### src/rtl/seg_scan_if.sv
// Update stream from the seven-segment bus monitor to its consumer.
// The decoder drives the master modport. The consumer drives out_ready.
interface seg_scan_if #(
   parameter int IDX_W = 2
) ();
   logic             out_valid;
   logic             out_ready;
   logic [IDX_W-1:0] out_idx;
   logic [3:0]       out_value;
   logic [1:0]       out_code;

   modport master (
      output out_valid,
      output out_idx,
      output out_value,
      output out_code,
      input  out_ready
   );

   modport slave (
      input  out_valid,
      input  out_idx,
      input  out_value,
      input  out_code,
      output out_ready
   );
endinterface

### src/rtl/seg_scan_decoder.sv
// Seven-segment bus monitor.
// It samples the multiplexed segment/select lines and waits for a stable
// sample. It decodes each position's glyph into a per-position table and
// streams every change of content out through a valid/ready interface.
// Optional build macro SEG_SCAN_DIGIT89_EN adds decoding of the 8 and 9 glyphs.
// Without it, both of those glyphs decode as invalid.
module seg_scan_decoder #(
   parameter int NUM_DIGITS    = 4,
   parameter int IDX_W         = 2,
   parameter int STABLE_CYCLES = 3
) (
   input  logic                  clk,
   input  logic                  rst_n,
   input  logic [6:0]            seg_in,
   input  logic [NUM_DIGITS-1:0] sel_in,
   seg_scan_if.master            out_bus,
   output logic                  err_sel
);
   localparam int SW = NUM_DIGITS + 7;
   localparam logic [3:0] STABLE_MAX = 4'(STABLE_CYCLES);
   localparam logic [3:0] STABLE_PRE = 4'(STABLE_CYCLES - 1);
   localparam logic [1:0] CODE_DIGIT   = 2'b00;
   localparam logic [1:0] CODE_BLANK   = 2'b01;
   localparam logic [1:0] CODE_INVALID = 2'b10;
   localparam logic [1:0] CODE_UNKNOWN = 2'b11;
   localparam logic [NUM_DIGITS-1:0] SEL_ZERO = {NUM_DIGITS{1'b0}};
   localparam logic [NUM_DIGITS-1:0] SEL_ONE  = {{(NUM_DIGITS-1){1'b0}}, 1'b1};

   typedef enum logic [0:0] {
      IDLE    = 1'b0,
      PRESENT = 1'b1
   } state_t;

   // Glyph decode, returned as {code, value}.
   function automatic logic [5:0] decode_glyph(input logic [6:0] seg);
      logic [5:0] r;
      case (seg)
         7'b1111110: r = {CODE_DIGIT, 4'd0};
         7'b0110000: r = {CODE_DIGIT, 4'd1};
         7'b1101101: r = {CODE_DIGIT, 4'd2};
         7'b1111001: r = {CODE_DIGIT, 4'd3};
         7'b0110011: r = {CODE_DIGIT, 4'd4};
         7'b1011011: r = {CODE_DIGIT, 4'd5};
         7'b1011111: r = {CODE_DIGIT, 4'd6};
         7'b1110000: r = {CODE_DIGIT, 4'd7};
`ifdef SEG_SCAN_DIGIT89_EN
         7'b1111111: r = {CODE_DIGIT, 4'd8};
         7'b1111011: r = {CODE_DIGIT, 4'd9};
`endif
         7'b0000000: r = {CODE_BLANK, 4'd0};
         default:    r = {CODE_INVALID, 4'd0};
      endcase
      return r;
   endfunction

   logic [SW-1:0]         sync1_r, sync2_r, held_r;
   logic [3:0]            cnt_r;
   logic [5:0]            entry_r [NUM_DIGITS];
   logic [NUM_DIGITS-1:0] dirty_r;
   state_t                state_r, state_nx_s;
   logic                  out_valid_r;
   logic [IDX_W-1:0]      out_idx_r;
   logic [3:0]            out_value_r;
   logic [1:0]            out_code_r;
   logic                  err_sel_r;

   logic [NUM_DIGITS-1:0] sel_s;
   logic [6:0]            seg_s;
   logic                  accept_s, sel_zero_s, sel_multi_s, wr_s;
   logic [5:0]            decoded_s;
   logic [IDX_W-1:0]      wr_idx_s, pick_idx_s;
   logic                  any_dirty_s, load_s, done_s;

   assign sel_s       = sync2_r[SW-1:7];
   assign seg_s       = sync2_r[6:0];
   assign sel_zero_s  = (sel_s == SEL_ZERO);
   assign sel_multi_s = ((sel_s & (sel_s - SEL_ONE)) != SEL_ZERO);
   assign accept_s    = (sync2_r == held_r) && (cnt_r == STABLE_PRE);
   assign decoded_s   = decode_glyph(seg_s);
   assign any_dirty_s = (dirty_r != SEL_ZERO);

   // Two-flop synchronizer, previous-sample hold and stability counter.
   always_ff @(posedge clk) begin
      if (!rst_n) begin
         sync1_r <= {SW{1'b0}};
         sync2_r <= {SW{1'b0}};
         held_r  <= {SW{1'b0}};
         cnt_r   <= 4'd0;
      end else begin
         sync1_r <= {sel_in, seg_in};
         sync2_r <= sync1_r;
         held_r  <= sync2_r;
         if (sync2_r != held_r) begin
            cnt_r <= 4'd1;
         end else if (cnt_r != STABLE_MAX) begin
            cnt_r <= cnt_r + 4'd1;
         end else begin
            cnt_r <= cnt_r;
         end
      end
   end

   // Encode the one-hot select and decide whether the table entry changes.
   always_comb begin
      wr_idx_s = {IDX_W{1'b0}};
      for (int i = 0; i < NUM_DIGITS; i++) begin
         if (sel_s[i]) begin
            wr_idx_s = IDX_W'(i);
         end else begin
            wr_idx_s = wr_idx_s;
         end
      end
      wr_s = accept_s && !sel_zero_s && !sel_multi_s &&
             (entry_r[wr_idx_s] != decoded_s);
   end

   // Lowest-index dirty position is the next one to report.
   always_comb begin
      pick_idx_s = {IDX_W{1'b0}};
      for (int i = NUM_DIGITS - 1; i >= 0; i--) begin
         if (dirty_r[i]) begin
            pick_idx_s = IDX_W'(i);
         end else begin
            pick_idx_s = pick_idx_s;
         end
      end
   end

   // Output FSM next-state and strobe logic.
   always_comb begin
      state_nx_s = state_r;
      load_s     = 1'b0;
      done_s     = 1'b0;
      case (state_r)
         IDLE: begin
            if (any_dirty_s) begin
               load_s     = 1'b1;
               state_nx_s = PRESENT;
            end else begin
               state_nx_s = IDLE;
            end
         end
         PRESENT: begin
            if (out_valid_r && out_bus.out_ready) begin
               done_s     = 1'b1;
               state_nx_s = IDLE;
            end else begin
               state_nx_s = PRESENT;
            end
         end
         default: state_nx_s = IDLE;
      endcase
   end

   // FSM state register.
   always_ff @(posedge clk) begin
      if (!rst_n) begin
         state_r <= IDLE;
      end else begin
         state_r <= state_nx_s;
      end
   end

   // Per-position table and dirty bits; a new write beats the dirty clear.
   always_ff @(posedge clk) begin
      if (!rst_n) begin
         for (int i = 0; i < NUM_DIGITS; i++) begin
            entry_r[i] <= {CODE_UNKNOWN, 4'd0};
         end
         dirty_r <= SEL_ZERO;
      end else begin
         for (int i = 0; i < NUM_DIGITS; i++) begin
            if (wr_s && (wr_idx_s == IDX_W'(i))) begin
               entry_r[i] <= decoded_s;
               dirty_r[i] <= 1'b1;
            end else if (load_s && (pick_idx_s == IDX_W'(i))) begin
               dirty_r[i] <= 1'b0;
            end else begin
               dirty_r[i] <= dirty_r[i];
            end
         end
      end
   end

   // Registered update outputs plus the sticky multi-select flag.
   always_ff @(posedge clk) begin
      if (!rst_n) begin
         out_valid_r <= 1'b0;
         out_idx_r   <= {IDX_W{1'b0}};
         out_value_r <= 4'd0;
         out_code_r  <= 2'b00;
         err_sel_r   <= 1'b0;
      end else begin
         if (load_s) begin
            out_valid_r <= 1'b1;
            out_idx_r   <= pick_idx_s;
            out_value_r <= entry_r[pick_idx_s][3:0];
            out_code_r  <= entry_r[pick_idx_s][5:4];
         end else if (done_s) begin
            out_valid_r <= 1'b0;
         end else begin
            out_valid_r <= out_valid_r;
         end
         if (accept_s && sel_multi_s) begin
            err_sel_r <= 1'b1;
         end else begin
            err_sel_r <= err_sel_r;
         end
      end
   end

   assign out_bus.out_valid = out_valid_r;
   assign out_bus.out_idx   = out_idx_r;
   assign out_bus.out_value = out_value_r;
   assign out_bus.out_code  = out_code_r;
   assign err_sel           = err_sel_r;

endmodule

### src/flat_wrapper.sv
// flat-port wrapper written by rule: the top's interface ports become plain ports
module seg_scan_decoder_flat 
#(
   parameter int NUM_DIGITS    = 4,
   parameter int IDX_W         = 2,
   parameter int STABLE_CYCLES = 3
)
  (clk, rst_n, seg_in, sel_in, err_sel, out_bus_out_valid, out_bus_out_idx, out_bus_out_value, out_bus_out_code, out_bus_out_ready);
  seg_scan_if #(.IDX_W(IDX_W)) out_bus_i ();
  input  logic clk;
  input  logic rst_n;
  input  logic [6:0] seg_in;
  input  logic [NUM_DIGITS-1:0] sel_in;
  output logic err_sel;
  output wire logic [$bits(out_bus_i.out_valid)-1:0] out_bus_out_valid;
  output wire logic [$bits(out_bus_i.out_idx)-1:0] out_bus_out_idx;
  output wire logic [$bits(out_bus_i.out_value)-1:0] out_bus_out_value;
  output wire logic [$bits(out_bus_i.out_code)-1:0] out_bus_out_code;
  input wire logic [$bits(out_bus_i.out_ready)-1:0] out_bus_out_ready;
  assign out_bus_out_valid = out_bus_i.out_valid;
  assign out_bus_out_idx = out_bus_i.out_idx;
  assign out_bus_out_value = out_bus_i.out_value;
  assign out_bus_out_code = out_bus_i.out_code;
  assign out_bus_i.out_ready = out_bus_out_ready;
  seg_scan_decoder #(.NUM_DIGITS(NUM_DIGITS), .IDX_W(IDX_W), .STABLE_CYCLES(STABLE_CYCLES)) u_core (.clk(clk), .rst_n(rst_n), .seg_in(seg_in), .sel_in(sel_in), .out_bus(out_bus_i), .err_sel(err_sel));
endmodule
### config.mk
export PLATFORM = sky130hd
export DESIGN_NAME = seg_scan_decoder_flat
export DESIGN_NICKNAME = d
export VERILOG_FILES = /design/src/rtl/seg_scan_if.sv /design/src/rtl/seg_scan_decoder.sv /design/src/flat_wrapper.sv
export SDC_FILE = /design/constraint.sdc
export NUM_CORES = 1
export LEC_CHECK = 0
export BUFFER_PORTS_ARGS = -buffer_cell sky130_fd_sc_hd__buf_2
export CAP_MARGIN = 20
export CORE_ASPECT_RATIO = 2
export CORE_MARGIN = 1
export CORE_UTILIZATION = 62
export CTS_BUF_LIST = sky130_fd_sc_hd__clkbuf_8
export DETAILED_ROUTE_END_ITERATION = 10
export PLACE_DENSITY = 0.82
export SYNTH_ARGS = -nofsm -noshare
export SYNTH_HDL_FRONTEND = slang
export SYNTH_SLANG_ARGS = --single-unit
### constraint.sdc
create_clock -name clk -period 3.25 [get_ports clk]
set_input_delay 0.4875 -clock clk [delete_from_list [all_inputs] [get_ports clk]]
set_output_delay 0.4875 -clock clk [all_outputs]
set_load 0.02 [all_outputs]
==> Implementation_results.wiki <==
{| class="wikitable"
! Metric !! Value
|-
| Commonest non-fill, non-tap cells in the layout || 51 x sky130_fd_sc_hd__dfxtp_1, 31 x sky130_fd_sc_hd__and2_1, 22 x sky130_fd_sc_hd__nand2_1, 22 x sky130_fd_sc_hd__buf_2, 20 x sky130_fd_sc_hd__edfxtp_1
|-
| Post-route standard cell area excluding fillers || around 3600 µm²
|-
| Diode insertion count for antenna repair || 0
|-
| Initial core utilization || between 60% and 70%
|-
| Max_slew headroom || 57.10%
|-
| GRT overflow || 0
|-
| Final hold slack || between 300 and 400 ps
|-
| Cell chosen for the clock root || sky130_fd_sc_hd__clkbuf_8
|-
| Count of synthesis-stage warnings from yosys || 0
|-
| TritonCTS clock tree || done
|-
| Number of rows in the core area || 36
|-
| Synthesis-stage register bit count || slightly above 70
|-
| Max cap viols || 0
|-
| Core box area || 4910 µm²
|-
| Chip Width || 52.80 µm
|-
| Crit path launch type || register
|-
| Clock Pin Slew Worst Setup and Hold Paths || roughly 80 ps
|-
| Final Critical Period || 3100 ps
|-
| Number of pins with negative max-slew slack in the final report || 0
|-
| Unrepaired setup endpoints after global routing || yes
|-
| Max clock buf depth || 2
|-
| Sum of internal, switching and leakage power || between 0.0015 and 0.002 W
|-
| Antenna-violating nets left || 0
|-
| RD Place Congestion || 0.9482
|-
| Peak Freq || roughly 320 MHz
|-
| DRT iter0 DRCs || 56
|-
| Fin Clk Skew || approximately 9.6 ps
|-
| Synth-to-Final Area Change || 13.18%
|-
| Largest net degree at the start of global routing || 36
|-
| Critical path peak fanout || 9
|-
| Result of the run || completed
|-
| Most common library cell in the layout ignoring fill and taps || sky130_fd_sc_hd__dfxtp_1
|-
| WP data arrival || 3110 ps
|-
| Count of boundary I/O pins || 24
|-
| Net count of the finished layout || 362
|-
| Area enclosed by the die boundary || approximately 5500 µm²
|-
| Number of global-route vias before repair || between 2k and 2.5k
|-
| Required time at the worst-slack endpoint || around 3300 ps
|-
| DRC errors left || 0
|-
| Layout cells sized above 1 || 19.94%
|-
| Number of antenna violations at the first check in global routing || 0
|-
| Number of vias per cell after detailed routing || 6.056
|-
| Tot GR Track Use || between 20% and 30%
|-
| Total clock buffers created by CTS || 9
|-
| Number of flops mapped to enable cells by yosys || 20
|-
| Clock latency of the later-clocked register in the worst-skew pair || 340 ps
|-
| Post-detailed-route wirelength per cell || approximately 17 µm
|-
| Dominant register cell in the synthesized netlist || sky130_fd_sc_hd__dfxtp_1
|-
| Ys async rst share || 0%
|-
| Number of buffers inserted by hold repair at cts || 0
|-
| Leakage power summed over all cells || roughly 1.3 nW
|-
| Setup slack of the worst register-to-register path || around 150 ps
|-
| Overall via count from detail_route || around 2.5k
|-
| Kind of end point of the critical path || register
|-
| Post-detail-place hpwl || roughly 5.0 mm
|-
| Setup Crit Path Kind || register to register
|-
| Synthesized area per cell || ~10 µm²
|-
| Synthesized instance count || between 300 and 400
|-
| Sum Neg Setup Slack || 0 ps
|-
| Utilization after layout || 73.75%
|-
| Count of final setup violators || 0
|-
| Instance area at placement || between 3000 and 4000 µm²
|-
| I/O Buffers || 22
|-
| Number of hold violations in the final report || 0
|-
| Net count of the mapped netlist || approximately 330
|-
| Die outline height || just over 100 µm
|-
| Unique masters post-synth || 57
|-
| Transition time at the pin with the least slew margin || between 600 and 700 ps
|-
| Number of clock sinks seen by CTS || just over 70
|-
| Sum of routed wire length over all layers || around 6.8 mm
|-
| First-pass GRT wire length || between 10 and 15 mm
|-
| Pwr dens || about 500 nW/µm²
|-
| Drt pass-1 iters || 4
|-
| Post-synthesis cell area || between 3000 and 4000 µm²
|-
| Count of H-tree levels built during CTS || 3
|-
| Share of the cycle needed by the critical path after routing || between 90% and 100%
|-
| Share of synthesized area occupied by flip-flops and latches || 50.68%
|-
| Class of the tightest hold or removal check || input pin to register
|-
| Max rail drop VDD || ~630 µV
|}
state kept, by name, summed over array words and instances (netlist names):
register,flops
u_core.entry_r,20
u_core.out_bus.out_value,3
u_core.sync2_r,11
u_core.out_bus.out_code,2
u_core.sync1_r,11
u_core.held_r,11
u_core.err_sel,1
u_core.cnt_r,4
u_core.state_r,1
u_core.out_bus.out_valid,1
u_core.out_bus.out_idx,2
u_core.dirty_r,4
metrics by stage:
stage | instances | worst slack (ps)
floorplan | 318 | 423.1
global placement | 392 | 246.2
detailed placement | 392 | 208.2
CTS | 408 | 168.2
global route | 408 | -1.576
finish | 408 | 149.6
Yosys cell counts, types with 9 or more instances:
master	count	area share, %
sky130_fd_sc_hd__nor3_1	18	2.8
sky130_fd_sc_hd__nand3_1	9	1.4
sky130_fd_sc_hd__edfxtp_1	20	19
sky130_fd_sc_hd__clkbuf_1	12	1.4
sky130_fd_sc_hd__xnor2_1	13	3.6
sky130_fd_sc_hd__and2_1	31	6.1
sky130_fd_sc_hd__a21oi_1	13	2.0
sky130_fd_sc_hd__nand2_1	22	2.6
sky130_fd_sc_hd__dfxtp_1	51	32
sky130_fd_sc_hd__nor2_1	15	1.8
sky130_fd_sc_hd__o21ai_0	18	2.8
what timing repair did:
| action | 4_1_cts | 5_1_grt |
|---|---|---|
| endpoints found under the setup margin | 0 | 10 |
| gates resized for setup | 0 | 2 |
| endpoints found under the hold margin | 0 | 0 |
| buffers inserted | 0 | 0 |
cell families after synthesis:
group | after synthesis | synth area share, %
AND/OR/NAND/NOR | 129 | 23.43
flip-flops | 71 | 50.68
AO/OA/AOI/OAI | 65 | 14.55
buffers and inverters | 27 | 3.832
XOR/XNOR | 17 | 4.654
multiplexers | 6 | 1.955
adder cells (fa/ha/maj) | 2 | 0.7820
other | 1 | 0.1172
where the power goes:
group,internal [W],leakage [nW],switching (W),total (W)
sequential,0.000931,0.594,0.0000214,0.000952
combinational,0.0000589,0.623,0.0000752,0.000134
clock,0.000435,0.116,0.000329,0.000764
cell type report:
type | count | area [µm²]
clock buffer | 9 | 123.9
clock inverter | 7 | 96.34
fill | 364 | 1289
inverter | 6 | 22.52
multi-input combinational | 220 | 1455
sequential | 71 | 1622
tap | 57 | 71.32
timing repair buffer | 38 | 230.2
layer usage:
metal / up-vias / GRT usage (%) / share of wire [%]
li1: 1203 / - / -
met4: 0 / 15.41 / 5.7
met5: - / 0 / 0
met1: 1166 / 23.23 / 33
met3: 27 / 7.048 / 3.0
met2: 75 / 50.45 / 58
worst paths after layout:
kind,from,end,depth (start not counted)
worst max-delay path,u_core.sync2_r[2]$_SDFF_PN0_,u_core.entry_r[1][4]$_SDFFCE_PN1P_,6
worst min-delay path,sel_in[1],u_core.sync1_r[8]$_SDFF_PN0_,2
worst max register to register,u_core.sync2_r[2]$_SDFF_PN0_,u_core.entry_r[1][4]$_SDFFCE_PN1P_,6
worst min register to register,u_core.sync1_r[4]$_SDFF_PN0_,u_core.sync2_r[4]$_SDFF_PN0_,1
worst max-delay path, cell delays in order (launching register included):
cell and delay [ps]:
sky130_fd_sc_hd__dfxtp_1 420, sky130_fd_sc_hd__or4b_1 580, sky130_fd_sc_hd__a211oi_2 340, sky130_fd_sc_hd__a211oi_1 80, sky130_fd_sc_hd__or4b_4 540, sky130_fd_sc_hd__o41ai_4 460, sky130_fd_sc_hd__o21ai_0 350
No activity file was read; power rests on OpenSTA's default activity.
